--- src/rtl/wb_regs_pkg.sv ---
// rtl/wb_regs_pkg.sv - shared types and helpers for the Wishbone register slave
// Contents:
//   state_t    : slave FSM states (idle, wait-state insertion, response)
//   WAIT_CNT_W : width of the wait-state counter (covers 0..15 wait states)
//   idx_width  : register index width, never narrower than one bit
package wb_regs_pkg;

    typedef enum logic [1:0] {
        ST_IDLE = 2'd0,
        ST_WAIT = 2'd1,
        ST_RESP = 2'd2
    } state_t;

    localparam int WAIT_CNT_W = 4;

    function automatic int idx_width(input int n_regs);
        return (n_regs > 1) ? $clog2(n_regs) : 1;
    endfunction

endpackage

--- src/rtl/wb_regs_slave_if.sv ---
// rtl/wb_regs_slave_if.sv - Wishbone classic bus bundle with master/slave views
// Signals:
//   wb_cyc_i, wb_stb_i, wb_we_i, wb_adr_i, wb_sel_i, wb_dat_i : master -> slave
//   wb_dat_o, wb_ack_o, wb_err_o, wb_rty_o                     : slave -> master
interface wb_regs_slave_if #(
    parameter int ADDR_W = 32,
    parameter int DATA_W = 32,
    parameter int SEL_W  = DATA_W / 8
);
    logic              wb_cyc_i;
    logic              wb_stb_i;
    logic              wb_we_i;
    logic [ADDR_W-1:0] wb_adr_i;
    logic [SEL_W-1:0]  wb_sel_i;
    logic [DATA_W-1:0] wb_dat_i;
    logic [DATA_W-1:0] wb_dat_o;
    logic              wb_ack_o;
    logic              wb_err_o;
    logic              wb_rty_o;

    modport master (
        output wb_cyc_i, wb_stb_i, wb_we_i, wb_adr_i, wb_sel_i, wb_dat_i,
        input  wb_dat_o, wb_ack_o, wb_err_o, wb_rty_o
    );

    modport slave (
        input  wb_cyc_i, wb_stb_i, wb_we_i, wb_adr_i, wb_sel_i, wb_dat_i,
        output wb_dat_o, wb_ack_o, wb_err_o, wb_rty_o
    );
endinterface

--- src/rtl/wb_regs_bank.sv ---
// rtl/wb_regs_bank.sv - register array with byte-enable write port and read mux
// Ports:
//   clk, rst  : clock, async active-high reset (clears all registers)
//   wr_en     : commit a write to register idx this edge
//   idx       : register index shared by the write port and read mux
//   wr_sel    : byte enables for the write
//   wr_data   : write data
//   rd_data   : combinational contents of register idx
//   regs      : flattened register contents, reg k at [k*DATA_W +: DATA_W]
//   wr_pulse  : one-cycle flag per register, set the cycle after its write edge
module wb_regs_bank #(
    parameter int DATA_W = 32,
    parameter int SEL_W  = DATA_W / 8,
    parameter int N_REGS = 8,
    parameter int IDX_W  = 3
) (
    input  logic                     clk,
    input  logic                     rst,
    input  logic                     wr_en,
    input  logic [IDX_W-1:0]         idx,
    input  logic [SEL_W-1:0]         wr_sel,
    input  logic [DATA_W-1:0]        wr_data,
    output logic [DATA_W-1:0]        rd_data,
    output logic [N_REGS*DATA_W-1:0] regs,
    output logic [N_REGS-1:0]        wr_pulse
);

    logic [DATA_W-1:0] mem [N_REGS];

    always_ff @(posedge clk or posedge rst) begin
        if (rst) begin
            for (int k = 0; k < N_REGS; k++) begin
                mem[k] <= '0;
            end
            wr_pulse <= '0;
        end else begin
            wr_pulse <= '0;
            if (wr_en) begin
                for (int b = 0; b < SEL_W; b++) begin
                    if (wr_sel[b]) begin
                        mem[idx][b*8 +: 8] <= wr_data[b*8 +: 8];
                    end
                end
                // Pulse fires even with no byte enabled: the write still happened.
                wr_pulse[idx] <= 1'b1;
            end
        end
    end

    assign rd_data = mem[idx];

    for (genvar k = 0; k < N_REGS; k++) begin : g_flat
        assign regs[k*DATA_W +: DATA_W] = mem[k];
    end

endmodule

--- src/rtl/wb_regs_slave.sv ---
// rtl/wb_regs_slave.sv - Wishbone classic slave exposing a bank of N_REGS registers
// Optional feature macro: WB_REGS_ERR_EN (out-of-range accesses end with err instead of ack)
// Ports:
//   clk        : clock
//   rst        : async reset, active-high
//   bus        : Wishbone slave view (cyc/stb/we/adr/sel/dat_i in, dat_o/ack/err/rty out)
//   regs_o     : register contents, reg k at [k*DATA_W +: DATA_W]
//   wr_pulse_o : bit k high for the one cycle after reg k is written
module wb_regs_slave
    import wb_regs_pkg::*;
#(
    parameter int ADDR_W      = 32,
    parameter int DATA_W      = 32,
    parameter int SEL_W       = DATA_W / 8,
    parameter int N_REGS      = 8,
    parameter int WAIT_STATES = 0
) (
    input  logic                     clk,
    input  logic                     rst,
    wb_regs_slave_if.slave           bus,
    output logic [N_REGS*DATA_W-1:0] regs_o,
    output logic [N_REGS-1:0]        wr_pulse_o
);

    localparam int ADDR_LSB = $clog2(SEL_W);
    localparam int IDX_W    = idx_width(N_REGS);

`ifdef WB_REGS_ERR_EN
    localparam bit ERR_EN = 1'b1;
`else
    localparam bit ERR_EN = 1'b0;
`endif

    // Address bits that must be zero: the sub-word offset and everything above the index.
    localparam logic [ADDR_W-1:0] LOW_MASK  = ADDR_W'((64'd1 << ADDR_LSB) - 64'd1);
    localparam logic [ADDR_W-1:0] HIGH_MASK = ~ADDR_W'((64'd1 << (ADDR_LSB + IDX_W)) - 64'd1);
    localparam logic [ADDR_W-1:0] BAD_MASK  = LOW_MASK | HIGH_MASK;

    localparam logic [WAIT_CNT_W-1:0] LAST_WAIT =
        (WAIT_STATES > 0) ? WAIT_CNT_W'(WAIT_STATES - 1) : '0;

    state_t                  state;
    logic [WAIT_CNT_W-1:0]   wait_cnt;
    logic                    ack_q;
    logic                    err_q;
    logic [DATA_W-1:0]       dat_q;

    logic                    req;
    logic                    in_range;
    logic [IDX_W-1:0]        idx;
    logic                    enter_resp;
    logic                    commit;
    logic [DATA_W-1:0]       rd_data;

    assign req      = bus.wb_cyc_i & bus.wb_stb_i;
    assign idx      = bus.wb_adr_i[ADDR_LSB +: IDX_W];
    assign in_range = ~|(bus.wb_adr_i & BAD_MASK);

    // The edge that moves the FSM into RESP is where the request is committed,
    // so address/data are taken at that edge rather than when first seen.
    assign enter_resp = req &&
        (((state == ST_IDLE) && (WAIT_STATES == 0)) ||
         ((state == ST_WAIT) && (wait_cnt == LAST_WAIT)));
    assign commit = enter_resp & bus.wb_we_i & in_range;

    wb_regs_bank #(
        .DATA_W (DATA_W),
        .SEL_W  (SEL_W),
        .N_REGS (N_REGS),
        .IDX_W  (IDX_W)
    ) u_bank (
        .clk      (clk),
        .rst      (rst),
        .wr_en    (commit),
        .idx      (idx),
        .wr_sel   (bus.wb_sel_i),
        .wr_data  (bus.wb_dat_i),
        .rd_data  (rd_data),
        .regs     (regs_o),
        .wr_pulse (wr_pulse_o)
    );

    always_ff @(posedge clk or posedge rst) begin
        if (rst) begin
            state    <= ST_IDLE;
            wait_cnt <= '0;
            ack_q    <= 1'b0;
            err_q    <= 1'b0;
            dat_q    <= '0;
        end else begin
            // Response outputs are only ever non-zero for the single RESP cycle.
            ack_q <= enter_resp && (in_range || !ERR_EN);
            err_q <= enter_resp && ERR_EN && !in_range;
            dat_q <= (enter_resp && !bus.wb_we_i && in_range) ? rd_data : '0;

            case (state)
                ST_IDLE: begin
                    wait_cnt <= '0;
                    if (req) begin
                        state <= (WAIT_STATES == 0) ? ST_RESP : ST_WAIT;
                    end
                end
                ST_WAIT: begin
                    if (!req) begin
                        state    <= ST_IDLE;
                        wait_cnt <= '0;
                    end else if (wait_cnt == LAST_WAIT) begin
                        state    <= ST_RESP;
                        wait_cnt <= '0;
                    end else begin
                        wait_cnt <= wait_cnt + WAIT_CNT_W'(1);
                    end
                end
                ST_RESP: begin
                    state <= ST_IDLE;
                end
                default: begin
                    state    <= ST_IDLE;
                    wait_cnt <= '0;
                end
            endcase
        end
    end

    assign bus.wb_ack_o = ack_q;
    assign bus.wb_err_o = err_q;
    assign bus.wb_dat_o = dat_q;
    assign bus.wb_rty_o = 1'b0;

endmodule
--- src/flat_wrapper.sv ---
// flat-port wrapper written by rule: the top's interface ports become plain ports
module wb_regs_slave_flat import wb_regs_pkg::*;
#(
    parameter int ADDR_W      = 32,
    parameter int DATA_W      = 32,
    parameter int SEL_W       = DATA_W / 8,
    parameter int N_REGS      = 8,
    parameter int WAIT_STATES = 0
)
  (clk, rst, regs_o, wr_pulse_o, bus_wb_cyc_i, bus_wb_stb_i, bus_wb_we_i, bus_wb_adr_i, bus_wb_sel_i, bus_wb_dat_i, bus_wb_dat_o, bus_wb_ack_o, bus_wb_err_o, bus_wb_rty_o);
  wb_regs_slave_if #(.ADDR_W(ADDR_W), .DATA_W(DATA_W), .SEL_W(SEL_W)) bus_i ();
  input  logic clk;
  input  logic rst;
  output logic [N_REGS*DATA_W-1:0] regs_o;
  output logic [N_REGS-1:0] wr_pulse_o;
  input wire logic [$bits(bus_i.wb_cyc_i)-1:0] bus_wb_cyc_i;
  input wire logic [$bits(bus_i.wb_stb_i)-1:0] bus_wb_stb_i;
  input wire logic [$bits(bus_i.wb_we_i)-1:0] bus_wb_we_i;
  input wire logic [$bits(bus_i.wb_adr_i)-1:0] bus_wb_adr_i;
  input wire logic [$bits(bus_i.wb_sel_i)-1:0] bus_wb_sel_i;
  input wire logic [$bits(bus_i.wb_dat_i)-1:0] bus_wb_dat_i;
  output wire logic [$bits(bus_i.wb_dat_o)-1:0] bus_wb_dat_o;
  output wire logic [$bits(bus_i.wb_ack_o)-1:0] bus_wb_ack_o;
  output wire logic [$bits(bus_i.wb_err_o)-1:0] bus_wb_err_o;
  output wire logic [$bits(bus_i.wb_rty_o)-1:0] bus_wb_rty_o;
  assign bus_i.wb_cyc_i = bus_wb_cyc_i;
  assign bus_i.wb_stb_i = bus_wb_stb_i;
  assign bus_i.wb_we_i = bus_wb_we_i;
  assign bus_i.wb_adr_i = bus_wb_adr_i;
  assign bus_i.wb_sel_i = bus_wb_sel_i;
  assign bus_i.wb_dat_i = bus_wb_dat_i;
  assign bus_wb_dat_o = bus_i.wb_dat_o;
  assign bus_wb_ack_o = bus_i.wb_ack_o;
  assign bus_wb_err_o = bus_i.wb_err_o;
  assign bus_wb_rty_o = bus_i.wb_rty_o;
  wb_regs_slave #(.ADDR_W(ADDR_W), .DATA_W(DATA_W), .SEL_W(SEL_W), .N_REGS(N_REGS), .WAIT_STATES(WAIT_STATES)) u_core (.clk(clk), .rst(rst), .bus(bus_i), .regs_o(regs_o), .wr_pulse_o(wr_pulse_o));
endmodule
--- config.mk ---
export PLATFORM = sky130hd
export DESIGN_NAME = wb_regs_slave_flat
export DESIGN_NICKNAME = d
export VERILOG_FILES = /design/src/rtl/wb_regs_pkg.sv /design/src/rtl/wb_regs_slave_if.sv /design/src/rtl/wb_regs_bank.sv /design/src/rtl/wb_regs_slave.sv /design/src/flat_wrapper.sv
export SDC_FILE = /design/constraint.sdc
export NUM_CORES = 1
export LEC_CHECK = 0
export BUFFER_PORTS_ARGS = -buffer_cell sky130_fd_sc_hd__buf_2
export CELL_PAD_IN_SITES_DETAIL_PLACEMENT = 0
export CELL_PAD_IN_SITES_GLOBAL_PLACEMENT = 1
export CORE_MARGIN = 5
export CORE_UTILIZATION = 45
export CTS_BUF_LIST = sky130_fd_sc_hd__clkbuf_4 sky130_fd_sc_hd__clkbuf_8 sky130_fd_sc_hd__clkbuf_16
export CTS_CLUSTER_DIAMETER = 80
export DETAILED_ROUTE_END_ITERATION = 10
export GPL_ROUTABILITY_DRIVEN = 0
export HOLD_SLACK_MARGIN = 0.08
export PLACE_DENSITY = 0.91
export SLEW_MARGIN = 20
export SYNTH_ARGS = -nofsm -noshare
export SYNTH_HDL_FRONTEND = slang
export SYNTH_SLANG_ARGS = --single-unit
--- constraint.sdc ---
create_clock -name clk -period 13.55 [get_ports clk]
set_clock_uncertainty 0.2 [all_clocks]
set_input_delay 0.6775 -clock clk [delete_from_list [all_inputs] [get_ports clk]]
set_output_delay 0.6775 -clock clk [all_outputs]
set_load 0.1 [all_outputs]
# [Yosys cells after proc, flatten, opt, wreduce, memory -nomap -nowiden]
# Cells that the tools add are included.
[classes] add_sub_neg=1 magnitude_cmp=4 eq_ne=4 mux=33 bitwise=4 n_reduce_logical=13
[ops] cell="2-to-1 mux 256 bit" n=7
[ops] cell="bitwise mux 256 bit" n=4
[ops] cell="demux 32 bit (select 3 bit)" n=4
[ops] cell="2-to-1 mux 32 bit" n=4
[ops] cell="binary-select mux 32 bit (select 3 bit)" n=1
[ops] cell="OR reduction 29 bit" n=1
[ops] cell="2-to-1 mux 24 bit" n=1
[ops] cell="2-to-1 mux 16 bit" n=1
[ops] cell="2-to-1 mux 8 bit" n=2
[ops] cell="2-to-1 mux 4 bit" n=2
[ops] cell="case mux 4 bit (2 select lines)" n=1
[ops] cell="logical AND 1 bit" n=6
[ops] cell="2-to-1 mux 2 bit" n=3
[ops] cell="adder 4 x 1 -> 4 bit, second input constant" n=1
[ops] cell="greater-or-equal comparator 4 bit, second input constant" n=1
[ops] cell="logical NOT 4 bit" n=1
[ops] cell="< comparator 3 x 4 -> 1 bit, second input constant" n=1
[ops] cell="< comparator 4 x 1 -> 1 bit, second input constant" n=1
[ops] cell="NOT 3 -> 4 bit" n=1
[ops] cell="case mux 2 bit (2 select lines)" n=1
[ops] cell="bitwise AND 1 bit" n=3
[ops] cell="demux 1 bit (select 3 bit)" n=1
[ops] cell="greater-or-equal comparator 3 x 1 -> 1 bit, second input constant" n=1
[ops] cell="inequality test 3 bit, second input constant" n=1
[ops] cell="other kinds (8)" n=9
[totals] register_bits=303 output_inout_bits=299 word_cells=72

# [Longest topological paths before layout]
[depth] depth_word=16 depth_mapped=7 ltp_nobuf=4

# [Modules after synthesis]
# From an unflattened synthesis, not the netlist that was laid out.
[unflattened] hier_cells=904 hier_area_um2=13905.8
[modules_own_cells] module="wb_regs_bank" n_inst=1 cells_each=775 area_each_um2=12305.6 seq_area_each_um2=6606.3
[modules_own_cells] module="wb_regs_slave" n_inst=1 cells_each=129 area_each_um2=1600.3 seq_area_each_um2=850.8

# [Worst setup path before layout]
# OpenSTA, ideal clock, no wires.
[synth_timing] path_kind="input to register" from="input bus_wb_adr_i[4]" to="register u_core.u_bank.mem (netlist bit u_core.u_bank.regs[100])" arrival_ns=2.377 required_time_ns=13.224 setup_slack_ns=10.847 stages=6 path_buffers=2 path_cell_list="buf_2 nand3b_1 or2_2 clkbuf_1 nor4_4 mux2_2"
[synth_via] elab_chain_len=16 word_cells_on_any_way=20
[synth_lines] element="start, declared" line_no="flat_wrapper.sv:19" source="input wire logic [$bits(bus_i.wb_adr_i)-1:0] bus_wb_adr_i;"
[synth_lines] element="NOT 3 -> 4 bit (not written as such) (*)" line_no="wb_regs_bank.sv:41" source="mem[idx][b*8 +: 8] <= wr_data[b*8 +: 8];"
[synth_lines] element="greater-or-equal comparator 4 bit (not written as such) or < comparator 4 x 1 -> 1 bit (tied branches)" line_no="wb_regs_bank.sv:41"
[synth_lines] element="logical AND 1 bit (not written as such)" line_no="wb_regs_bank.sv:41"
[synth_lines] element="2-to-1 mux 8 bit (not written as such)" line_no="wb_regs_bank.sv:41"
[synth_lines] element="demux 32 bit (select 3 bit)" line_no="wb_regs_bank.sv:41"
[synth_lines] element="bitwise mux 256 bit" line_no="wb_regs_bank.sv:41"
[synth_lines] element="2-to-1 mux 256 bit" line_no="wb_regs_bank.sv:40" source="if (wr_sel[b]) begin"
[synth_lines] element="2-to-1 mux 256 bit" line_no="wb_regs_bank.sv:38" source="if (wr_en) begin"
[synth_lines] element="bitwise mux 256 bit" line_no="wb_regs_bank.sv:41"
[synth_lines] element="2-to-1 mux 256 bit" line_no="wb_regs_bank.sv:40"
[synth_lines] element="2-to-1 mux 256 bit" line_no="wb_regs_bank.sv:38"
[synth_lines] element="bitwise mux 256 bit" line_no="wb_regs_bank.sv:41"
[synth_lines] element="2-to-1 mux 256 bit" line_no="wb_regs_bank.sv:40"
[synth_lines] element="2-to-1 mux 256 bit" line_no="wb_regs_bank.sv:38"
[synth_lines] element="bitwise mux 256 bit" line_no="wb_regs_bank.sv:41"
[synth_lines] element="2-to-1 mux 256 bit (*)" line_no="wb_regs_bank.sv:40"
[synth_lines] element="end signal, assigned by index" line_no="wb_regs_bank.sv:41"
[synth_lines] element="end, declared" line_no="wb_regs_bank.sv:28" source="logic [DATA_W-1:0] mem [N_REGS];"
# Every way passes the cells marked *; elsewhere a longest branch is shown, timed or not. The select of a mux whose other input is x is not followed.
# A chain may end at the register's enable or synchronous reset.

# [Worst setup path in the final report]
[layout_timing] from="input bus_wb_adr_i[2]" to="register u_core.u_bank.mem (netlist bit u_core.u_bank.regs[52])"
[layout_via] elab_chain_len=13 word_cells_on_any_way=20
[layout_lines] element="NOT 3 -> 4 bit (not written as such) (*)" line_no="wb_regs_bank.sv:41"
[layout_lines] element="demux 32 bit (select 3 bit)" line_no="wb_regs_bank.sv:41"
[layout_lines] element="bitwise mux 256 bit" line_no="wb_regs_bank.sv:41"
[layout_lines] element="2-to-1 mux 256 bit" line_no="wb_regs_bank.sv:40"
[layout_lines] element="2-to-1 mux 256 bit" line_no="wb_regs_bank.sv:38"
[layout_lines] element="bitwise mux 256 bit" line_no="wb_regs_bank.sv:41"
[layout_lines] element="2-to-1 mux 256 bit" line_no="wb_regs_bank.sv:40"
[layout_lines] element="2-to-1 mux 256 bit" line_no="wb_regs_bank.sv:38"
[layout_lines] element="bitwise mux 256 bit" line_no="wb_regs_bank.sv:41"
[layout_lines] element="2-to-1 mux 256 bit" line_no="wb_regs_bank.sv:40"
[layout_lines] element="2-to-1 mux 256 bit" line_no="wb_regs_bank.sv:38"
[layout_lines] element="bitwise mux 256 bit" line_no="wb_regs_bank.sv:41"
[layout_lines] element="2-to-1 mux 256 bit (*)" line_no="wb_regs_bank.sv:40"
# Marks and branches as above.

==> results.json <==
{
  "status": "finished clean",
  "cts_inserted_buffers": 34,
  "crit_family": "simple AND/OR/NAND/NOR gates",
  "synth_warnings": 0,
  "p_leak_nw": 9.044,
  "p_int_mw": 1.509,
  "synth.area.top_cells": "dfrtp_1 (57%), mux2_2 (23%), mux4_2 (2.9%)",
  "grt_max_degree": 109,
  "vdd_drop_max_v": 0.00008051,
  "path_class": "in -> reg",
  "tightestPinTransition_ns": 1.078,
  "core_sq_um": 28700,
  "crit_path_max_fanout": 51,
  "crit_path_start": "bus_wb_adr_i[2]",
  "layout-drive-gt1-share_pct": 58.44,
  "yosysTopAreaCellShare_pct": 57.02,
  "clock_power_share_pct": 49.1,
  "cp_num_buf_inv": 2,
  "seq_power_share_pct": 46.0,
  "drc": 0,
  "grt_pass1_vias": 10384,
  "avgSynthCellArea_sq_um": 14.58,
  "finalHoldViolCount": 0,
  "cp.depth": 6,
  "slew_headroom_pct": 28.11,
  "synth-async-reset-ratio_pct": 100.0,
  "layout_commonest_cell": "buf_2",
  "cts-resized-gates": 0,
  "dp_hpwl_um": 29560,
  "r2r-start": "u_core.state[1]",
  "dr_total_vias": 9763,
  "r2r_slack_ns": 10.57,
  "regArea_sq_um": 7457,
  "powerDensity_nw_per_um2": 118.0,
  "grt_pass1_wl_um": 66210,
  "cts_sinks": 298,
  "r2r-end": "u_core.bus.wb_dat_o[9]",
  "grt_antenna_before_repair": 2,
  "p_sw_share_pct": 22.14,
  "fmax_mhz": 264.4,
  "power_mw": 1.938,
  "ys_types": 49,
  "route.antenna.remaining_nets": 0,
  "final_cell_mix": "buf_2 (367), dfrtp_1 (298), mux2_2 (268)",
  "cts_tree": "done",
  "clock-root-buffer": "clkbuf_16",
  "synth_area_sq_um": 13080,
  "io_buffer_count": 369,
  "synth_ff_type": "dfrtp_1",
  "rsz0062_at_grt": "no",
  "drt_wl_total_um": 43610,
  "switching_power_mw": 0.4291,
  "num_rows": 62,
  "critPathArrivalTime_ns": 3.97,
  "max-clock-path-buffers": 3,
  "p_comb_share_pct": 5.0,
  "drt-initial-drc-count": 666,
  "nNetsFinal": 1330,
  "routedWlPerCell_um": 26.19,
  "fp.dieW_um": 180.5,
  "n_fill_cell": 2359,
  "syn_to_final_growth_pct": 25.57,
  "vias_per_cell": 5.864,
  "endpoint_kind": "flip-flop",
  "ys_ff_latch": 298,
  "pin_count": 372,
  "grt_util_all_layers_pct": 26.06,
  "period_share_pct": 27.91,
  "synth_edf_count": 0,
  "die-area_sq_um": 32570,
  "die_h_um": 180.5,
  "cp-start-kind": "primary input",
  "post-place-ws_ns": 9.265,
  "ys_seq_area_share_pct": 57.02,
  "synthCells": 897,
  "required_ns": 13.74,
  "r2r_cells": 3,
  "maxSlewViolCount": 0,
  "cap_violations": 0,
  "initial_core_util_pct": 45.56,
  "setup_viol": 0,
  "firstDrtPassIters": 5,
  "crit_chain": "buf_2 -> buf_4 -> nand2b_1 -> or3_1 -> nor4_4 -> mux2_2",
  "path_clk_slew_ns": 0.06,
  "htreeDepth": 2,
  "cts_setup_buffers": 0,
  "fin_tns_setup_ns": 0,
  "netlist.top_cell.by_area": "dfrtp_1",
  "finalCriticalPeriod_ns": 3.782,
  "cts_hold_buf": 0,
  "multi_input_area_sq_um": 5368,
  "clock_latency_ns": 0.51,
  "max_stage_delay_ns": 0.75,
  "grt_overflow": 0,
  "cp_slowest_cell": "nor4_4",
  "finalWorstSetupSlack_ns": 9.768,
  "hold_path.class": "in -> async"
}
[cell type report]
cell class,count,area share [%]
sequential,298,45.41
multi-input combinational,542,32.69
timing repair buffer,376,11.60
clock buffer,52,6.667
tap,384,2.926
clock inverter,7,0.5410
inverter,5,0.1600
antenna,1,0.01524
[cells in the mapped netlist (12+ instances only)]
cell type,instances
dfrtp_1,298
mux4_2,17
o221ai_1,27
mux2_2,268
clkbuf_1,24
mux2i_1,17
nand2_1,24
o22ai_1,37
nand4_1,19
nor4_4,12
nor2_1,22
buf_2,17
[state kept, by name, indices dropped and copies added (netlist names)]
name	flops
u_core.bus.wb_ack_o	1
u_core.bus.wb_dat_o	32
u_core.state	1
u_core.u_bank.regs	256
u_core.u_bank.wr_pulse	8
[worst max path at each step]
stage	to
2_1_floorplan	u_core.bus.wb_ack_o
3_3_place_gp	u_core.u_bank.regs[49]
3_5_place_dp	u_core.bus.wb_dat_o[9]
4_1_cts	u_core.bus.wb_dat_o[9]
5_1_grt	u_core.bus.wb_dat_o[9]
6_report	u_core.u_bank.regs[52]
[kinds of logic (layout without fill, tap and decap cells)]
family | Yosys count | in the layout | synth area share (%)
other cells | 1 | 3 | 0.02868
compound gates | 114 | 114 | 6.736
buf+inv | 58 | 440 | 1.971
flops | 298 | 298 | 57.02
simple gates | 122 | 122 | 6.764
mux | 304 | 304 | 27.48
[metrics by stage]
step	area [sq um]	hold slack [ns]	util [%]	cells
final	16420	0.1022	57.21	1665
after global routing	16420	0.1529	57.21	1665
after CTS	16420	0.1424	57.21	1664
after detailed placement	15240	0.3018	53.08	1605
after global placement	15240	0.2953	53.08	1605
after floorplan	13080	0.5452	-	898
[power by group through the flow]
stage / Combinational (mW) / Sequential, mW / Clock, mW
floorplan: 0.0530 / 0.908 / 0
global placement: 0.0955 / 0.907 / 0
detailed placement: 0.0965 / 0.907 / 0
CTS: 0.0970 / 0.890 / 0.964
global route: 0.105 / 0.890 / 1.00
finish: 0.0964 / 0.891 / 0.951
[layer usage]
layer  part of all wire (%)  global-route usage [%]
met1                     41                   35.19
met2                     49                   42.56
met3                    8.2                   6.338
met4                    2.2                   6.957
met5                  0.030                       0
[worst register-to-register path, cell delays in order (launching register included)]
cell and delay, ns:
dfrtp_1 0.37, nand3b_1 0.41, or4_2 1.29, a2111oi_0 0.56
Note: power is estimated with default switching activity, not from simulation.
